===== src/rtl/counter_arbiter.sv =====
// Round-robin sharing of one down-counter: IDLE grant -> LOAD -> RUN (until done/watchdog) -> DONE ack.
// Latency from grant sample: ack at V+2 (V>0), 2 (V==0), TMO+2 on timeout; no backpressure, ack is the only handshake.
module counter_arbiter #(
  parameter int N_REQ = 4,
  parameter int W     = 3,
  parameter int TMO   = 12,
  localparam int IW   = (N_REQ > 1) ? $clog2(N_REQ) : 1,
  localparam int WDW  = $clog2(TMO + 1)
) (
  input  logic               clk,
  input  logic               reset_n,
  input  logic [N_REQ-1:0]   req,
  input  logic [N_REQ*W-1:0] req_val,
  output logic [N_REQ-1:0]   ack,
  output logic               err,
  output logic               busy,
  output logic [IW-1:0]      grant_id,
  output logic               ctr_load,
  output logic [W-1:0]       ctr_count_to,
  output logic               ctr_count_en,
  input  logic               ctr_done
);

  typedef enum logic [1:0] {S_IDLE, S_LOAD, S_RUN, S_DONE} state_t;

  state_t           state_q, state_d;
  logic [IW-1:0]    grant_q, grant_d;
  logic [IW-1:0]    last_q, last_d;
  logic [W-1:0]     val_q, val_d;
  logic [WDW-1:0]   wdog_q, wdog_d, wdog_inc;
  logic             err_q, err_d;
  logic             load_q, load_d;
  logic             en_q, en_d;
  logic [N_REQ-1:0] ack_q, ack_d;

  logic [W-1:0]     val_arr [N_REQ];
  logic [IW-1:0]    pick, sel;
  logic             pick_vld;
  int               idx;

  always_comb begin
    for (int i = 0; i < N_REQ; i++) begin
      val_arr[i] = req_val[i*W +: W];
    end
  end

  // Walk the offsets from farthest to nearest so the nearest requester above last_grant wins.
  always_comb begin
    pick     = '0;
    pick_vld = 1'b0;
    idx      = 0;
    sel      = '0;
    for (int k = N_REQ; k >= 1; k--) begin
      idx = int'(last_q) + k;
      if (idx >= N_REQ) idx = idx - N_REQ;
      sel = IW'(idx);
      if (req[sel]) begin
        pick     = sel;
        pick_vld = 1'b1;
      end
    end
  end

  always_comb begin
    state_d  = state_q;
    grant_d  = grant_q;
    last_d   = last_q;
    val_d    = val_q;
    wdog_d   = wdog_q;
    wdog_inc = wdog_q + 1'b1;
    err_d    = 1'b0;
    load_d   = 1'b0;
    en_d     = 1'b0;
    ack_d    = '0;
    case (state_q)
      S_IDLE: begin
        if (pick_vld) begin
          grant_d = pick;
          val_d   = val_arr[pick];
          load_d  = 1'b1;
          state_d = S_LOAD;
        end
      end
      S_LOAD: begin
        wdog_d = '0;
        if (val_q == '0) begin
          ack_d[grant_q] = 1'b1;
          state_d        = S_DONE;
        end else begin
          en_d    = 1'b1;
          state_d = S_RUN;
        end
      end
      S_RUN: begin
        wdog_d = wdog_inc;
        // A done arriving on the watchdog's last cycle still counts as a clean finish.
        if (ctr_done) begin
          ack_d[grant_q] = 1'b1;
          state_d        = S_DONE;
        end else if (wdog_inc == WDW'(TMO)) begin
          ack_d[grant_q] = 1'b1;
          err_d          = 1'b1;
          state_d        = S_DONE;
        end else begin
          en_d = 1'b1;
        end
      end
      S_DONE: begin
        last_d  = grant_q;
        state_d = S_IDLE;
      end
      default: state_d = S_IDLE;
    endcase
  end

  always_ff @(posedge clk or negedge reset_n) begin
    if (!reset_n) begin
      state_q <= S_IDLE;
      grant_q <= '0;
      last_q  <= IW'(N_REQ - 1);
      val_q   <= '0;
      wdog_q  <= '0;
      err_q   <= 1'b0;
      load_q  <= 1'b0;
      en_q    <= 1'b0;
      ack_q   <= '0;
    end else begin
      state_q <= state_d;
      grant_q <= grant_d;
      last_q  <= last_d;
      val_q   <= val_d;
      wdog_q  <= wdog_d;
      err_q   <= err_d;
      load_q  <= load_d;
      en_q    <= en_d;
      ack_q   <= ack_d;
    end
  end

  assign ack          = ack_q;
  assign err          = err_q;
  assign busy         = (state_q != S_IDLE);
  assign grant_id     = grant_q;
  assign ctr_load     = load_q;
  assign ctr_count_to = val_q;
  assign ctr_count_en = en_q;

endmodule


===== config.mk =====
export PLATFORM = sky130hd
export DESIGN_NAME = counter_arbiter
export DESIGN_NICKNAME = d
export VERILOG_FILES = /design/src/rtl/counter_arbiter.sv
export SDC_FILE = /design/constraint.sdc
export NUM_CORES = 1
export LEC_CHECK = 0
export ABC_CLOCK_PERIOD_IN_PS = 3900
export CAP_MARGIN = 20
export CORE_UTILIZATION = 50
export CTS_CLUSTER_SIZE = 25
export DETAILED_ROUTE_END_ITERATION = 12
export PLACE_DENSITY = 0.83
export SLEW_MARGIN = 40
export SYNTH_ARGS = -nofsm -noshare
export SYNTH_HDL_FRONTEND = slang
export SYNTH_SLANG_ARGS = --single-unit

===== constraint.sdc =====
create_clock -name clk -period 3.9 [get_ports clk]
set_input_delay 0.78 -clock clk [delete_from_list [all_inputs] [get_ports clk]]
set_output_delay 0.78 -clock clk [all_outputs]
set_load 0.1 [all_outputs]

==> impl_metrics.toml, run 1 <==
[critical_path]
start_kind = "input port"
path_cells = "clkdlybuf4s50_1 -> mux2i_1 -> o22a_1 -> o21ai_4 -> mux2_4 -> o221a_2"
critPathTopFamily = "buffers and inverters"
cpPeakStageDelay_ns = 0.64
crit_slowest_cell = "clkdlybuf4s50_1"
cp.arrival_ns = 2.49
cp.buffers_inverters = 1
worstPathMaxFanout = 7
cp.required_ns = 4.10
criticalPathCategory = "in2reg"
critPathCaptureType = "register"

[global_route]
grt.total_usage_pct = 21.2
grt_pass1_vias = 922
grt_pass1_wl_mm = 3.91
antenna_found_initial = 0
grt-ovfl-total = 0
grt_max_degree = 21

[sta]
tns_ns = 0
fmax_mhz = 437
min_period_ns = 2.29
finalHoldViolations = 0
period_share_pct = 58.6
rsz0062_at_grt = "false"
fin_worst_skew_ns = 0.00406
relSlewSlack_pct = 68.3
setup_viol = 0
worst_pin_slew_ns = 0.471
fin_ws_ns = 1.61
drv_slew = 0

[layout]
ff_latch_area_um2 = 503
diodes = 0
post-route-util_pct = 71.4
n_fill_cell = 167
finalNonFillerCells = 172
drive_gt1_share_pct = 24.1
multi_input_comb_area_um2 = 597
nets = 171
synthToLayoutAreaGrowth_pct = 28.7

[detailed_routing]
num_vias = 901
drc = 0
avgRoutedWirePerCell_um = 13.0
dr.pass1.iters = 2
drt-initial-drc-count = 6
antenna_left = 0
maxUsedRoutingLayer = "met4"
via_per_inst = 5.24
wl_met1_um = 973
wl_mm = 2.24
dr_wl_met3_um = 78
wl_met2_mm = 1.17

[logic_synthesis]
yosys_warnings = 0
synth_top_area_cell = "dfrtp_1"
syn_area_um2 = 1130
ys_seq_elements = 20
netlist_instances = 111
synthesis.nets = 136
synth_top_area_share_pct = 39.7
avgSynthCellArea_um2 = 10.2
synth_cell_type_count = 34
synthTopCellsByArea = "dfrtp_1 40%, ha_1 6.6%, nand2_1 6.0%, dfstp_2 4.6%, mux2i_1 4.4%"
yosysSeqAreaShare_pct = 44.4

[run]
maxCapViolCount = 0

[floorplanning]
top_level_ports = 32
die-area_um2 = 2460
placementRows = 16
fp.dieW_um = 49.6
core_um2 = 2040
fp.dieH_um = 49.6
start_util_pct = 55.5

[clock_tree]
clk_pin_slew_worst_paths_ns = 0.11
cts_resized = 0
clkLatencyLatePin_ns = 0.30
clock-root-buffer = "clkbuf_4"
cts_buffer_depth = 2
numCtsBuffers = 3
tritoncts = "done"
htreeDepth = 1
holdBufCountCts = 0
cts_setup_buffers = 0
clkSinkCount = 20

[pwr]
ir_drop_uv = 671
p_leak_nw = 0.684
finalPower_mw = 1.28
power_density_nw_per_um2 = 876

[place]
portBuffers = 31
dp_cells = 168
place_hpwl_mm = 1.77
place_congestion = 0.796
dp_slack_ns = 1.28

[outcome]
status = "finished, final reports clean"

[hold_path]
hold_path.class = "in2async"
-- flip-flops by register name, indices dropped and copies added, names as in the netlist --
name	cells
ack	4
wdog_q	4
ctr_count_to	3
grant_id	2
last_q	2
state_q	2
ctr_count_en	1
ctr_load	1
err	1
-- cells in the final DEF, fill, tap and decap left out --
master            n
bufinv_16         1
dfstp_2           2
clkdlybuf4s50_1  17
buf_2            13
buf_4             1
and2_1            1
o41a_2            1
nor2b_1           1
a21boi_2          1
and3b_1           2
and2b_1           1
or2_4             1
nand3_1           6
nor3_1            3
clkbuf_4          3
inv_1             7
mux2_4            1
or2_2             1
mux2i_1           5
o211ai_2          1
dfrtp_1          18
o22a_1            1
nand2b_1          4
inv_2             1
a32oi_1           1
nor3b_1           1
o31ai_4           2
o21ai_4           1
a21boi_0          2
nand2_1          18
mux2_2            3
o221a_2           1
nor2_1            5
o21ai_0           9
o211ai_1          1
and3_1            1
a21oi_2           1
ha_1              6
-- where the power goes --
part / internal, mW / switching [mW] / total, mW / leakage [nW]
registers: 0.285 / 0.0635 / 0.348 / 0.255
logic: 0.209 / 0.553 / 0.761 / 0.400
clock network: 0.104 / 0.0646 / 0.169 / 0.0279
total: 0.597 / 0.681 / 1.28 / 0.684
-- through the flow --
| stage | cell area, um2 | hold slack, ns |
|---|---|---|
| after floorplan | 1130 | 0.484 |
| after global placement | 1470 | 0.519 |
| after detailed placement | 1410 | 0.521 |
| after CTS | 1460 | 0.403 |
| after global routing | 1460 | 0.410 |
| final | 1460 | 0.394 |
-- area by class of cell --
class / count / area share, %
Tap cell: 27 / 2.32
Timing Repair Buffer: 31 / 16.6
Clock inverter: 1 / 2.06
Clock buffer: 3 / 1.54
Inverter: 8 / 2.06
Sequential cell: 20 / 34.5
Multi-Input combinational cell: 82 / 40.9
-- cells by family after synthesis --
kind of cell	count (synthesis)	synth area share, %
AND/OR/NAND/NOR	45	19.6
adder cells (fa/ha/maj)	6	6.62
multiplexers	9	8.72
AO/OA/AOI/OAI	22	17.7
buffers and inverters	9	2.98
flip-flops	20	44.4
-- cells in the mapped netlist, drive strengths merged --
cell type / instances
a21boi: 3
a21oi: 1
a32oi: 1
and2: 1
and2b: 1
and3: 1
and3b: 2
clkbuf: 1
dfrtp: 18
dfstp: 2
ha: 6
inv: 8
mux2: 4
mux2i: 5
nand2: 18
nand2b: 4
nand3: 6
nor2: 5
nor2b: 1
nor3: 3
nor3b: 1
o211ai: 2
o21ai: 10
o221a: 1
o22a: 1
o31ai: 2
o41a: 1
or2: 2
-- final timing paths --
| kind | startpoint | endpoint | slack, ns | depth (start not counted) |
|---|---|---|---|---|
| max | req[1] | ctr_count_to[1] | 1.61 | 6 |
| min | reset_n | wdog_q[2] | 0.39 | 1 |
| max reg2reg | last_q[1] | ctr_count_to[1] | 2.10 | 5 |
| min reg2reg | grant_id[0] | ack[2] | 0.55 | 1 |
| max in group asynchronous | reset_n | last_q[1] | 3.17 | 1 |
| min in group clk | grant_id[0] | ack[2] | 0.55 | 1 |
-- metal layers --
metal	global-route usage, %	vias to the layer above
met1	23.9	420
li1	-	455
met4	5.71	0
met2	39.0	23
met3	5.56	3
met5	0	-
Power figures use the tool's default switching activity.
==> run 2: changes to the inputs <==
- ABC_CLOCK_PERIOD_IN_PS: 3900 -> 2300
- CORE_UTILIZATION: 50 -> 47
- PLACE_DENSITY: 0.83 -> 0.79
- clock period: 3.9 -> 2.3 ns (I/O delays scaled with it)
==> impl_metrics.toml, run 2 (synthesis results as in run 1) <==
[layout]
diodes = 0
synthToLayoutAreaGrowth_pct = 35.7
nets = 175
drive_gt1_share_pct = 25.5
final_cell_mix = "18 x nand2_1, 18 x dfrtp_1, 18 x clkdlybuf4s50_1"

[clock_tree]
clkSinkCount = 20
cts_resized = 0
tritoncts = "done"
cts_buffer_depth = 2
cts_setup_buffers = 0
htreeDepth = 1
holdBufCountCts = 0
clkLatencyLatePin_ns = 0.30
clk_pin_slew_worst_paths_ns = 0.12
numCtsBuffers = 3
clock-root-buffer = "clkbuf_4"

[floorplanning]
fp.dieH_um = 51.1
top_level_ports = 32
start_util_pct = 50.8
placementRows = 17
fp.dieW_um = 51.1
die-area_um2 = 2610
core_um2 = 2230

[pwr]
finalPower_mw = 2.26
ir_drop_uv = 977
p_leak_nw = 0.711
power_density_nw_per_um2 = 1470

[sta]
finalHoldViolations = 0
fin_worst_skew_ns = 0.00301
holdWs_ns = 0.478
relSlewSlack_pct = 72.4
period_share_pct = 81.5
worst_pin_slew_ns = 0.410
setup_viol = 0
tns_ns = 0
drv_slew = 0
min_period_ns = 1.87
rsz0062_at_grt = "false"
fmax_mhz = 534

[detailed_routing]
dr.pass1.iters = 4
drt-initial-drc-count = 11
antenna_left = 0
avgRoutedWirePerCell_um = 13.6
via_per_inst = 5.21
num_vias = 923
drc = 0
wl_mm = 2.40

[global_route]
grt_max_degree = 21
grt_pass1_wl_mm = 3.98
grt-ovfl-total = 0
grt_pass1_vias = 893
antenna_found_initial = 0
grt.total_usage_pct = 20.7

[outcome]
status = "finished, final reports clean"

[critical_path]
start_kind = "register"
critPathCaptureType = "output port"
cp.arrival_ns = 1.41
worstPathMaxFanout = 5
cp.required_ns = 1.84
criticalPathCategory = "reg2out"

[place]
portBuffers = 31
place_hpwl_mm = 1.90
place_congestion = 0.804

[run]
maxCapViolCount = 0

[hold_path]
hold_path.class = "in2async"
-- run 2: report_power, final --
| part | leakage, nW | internal, mW | switching (mW) | total [mW] |
|---|---|---|---|---|
| Sequential | 0.255 | 0.483 | 0.114 | 0.597 |
| Combinational | 0.428 | 0.427 | 0.946 | 1.37 |
| Clock | 0.0279 | 0.176 | 0.114 | 0.290 |
-- run 2: metrics by stage --
step                instances  area (um2)  setup slack, ns  utilization [%]
finish                    177        1540            0.426             68.9
global route              177        1540            0.352             68.9
CTS                       177        1540            0.419             68.9
detailed placement        173        1490            0.113             66.5
global placement          173        1490            0.149             66.5
floorplan                 111        1130            0.294                -
-- run 2: area by class of cell --
class	count	area [um2]
Clock buffer	3	22.5
Clock inverter	1	30.0
Fill cell	184	696
Inverter	8	30.0
Multi-Input combinational cell	82	597
Sequential cell	20	503
Tap cell	28	35.0
Timing Repair Buffer	35	320
-- run 2: final timing paths --
check                      slack, ns  depth (start not counted)         from          to
max                             0.43                          4   state_q[0]        busy
max in group asynchronous       1.55                          2      reset_n   last_q[0]
min reg2reg                     0.56                          1  grant_id[0]      ack[2]
min                             0.48                          2      reset_n         err
min in group clk                0.56                          1  grant_id[0]      ack[2]
max reg2reg                     0.49                          5   state_q[0]  state_q[0]
-- run 2: critical path: stages (launching register included) --
cell and delay, ns:
dfrtp_1 0.42, inv_1 0.15, ha_1 0.24, inv_1 0.11, buf_12 0.18
-- run 2: per-layer routing --
metal	wire length [um]	vias to the layer above	global-route usage (%)
met5	0	-	0
met3	84	0	2.98
met1	959	440	23.2
li1	-	461	-
met2	1360	22	39.5
met4	0	0	6.94
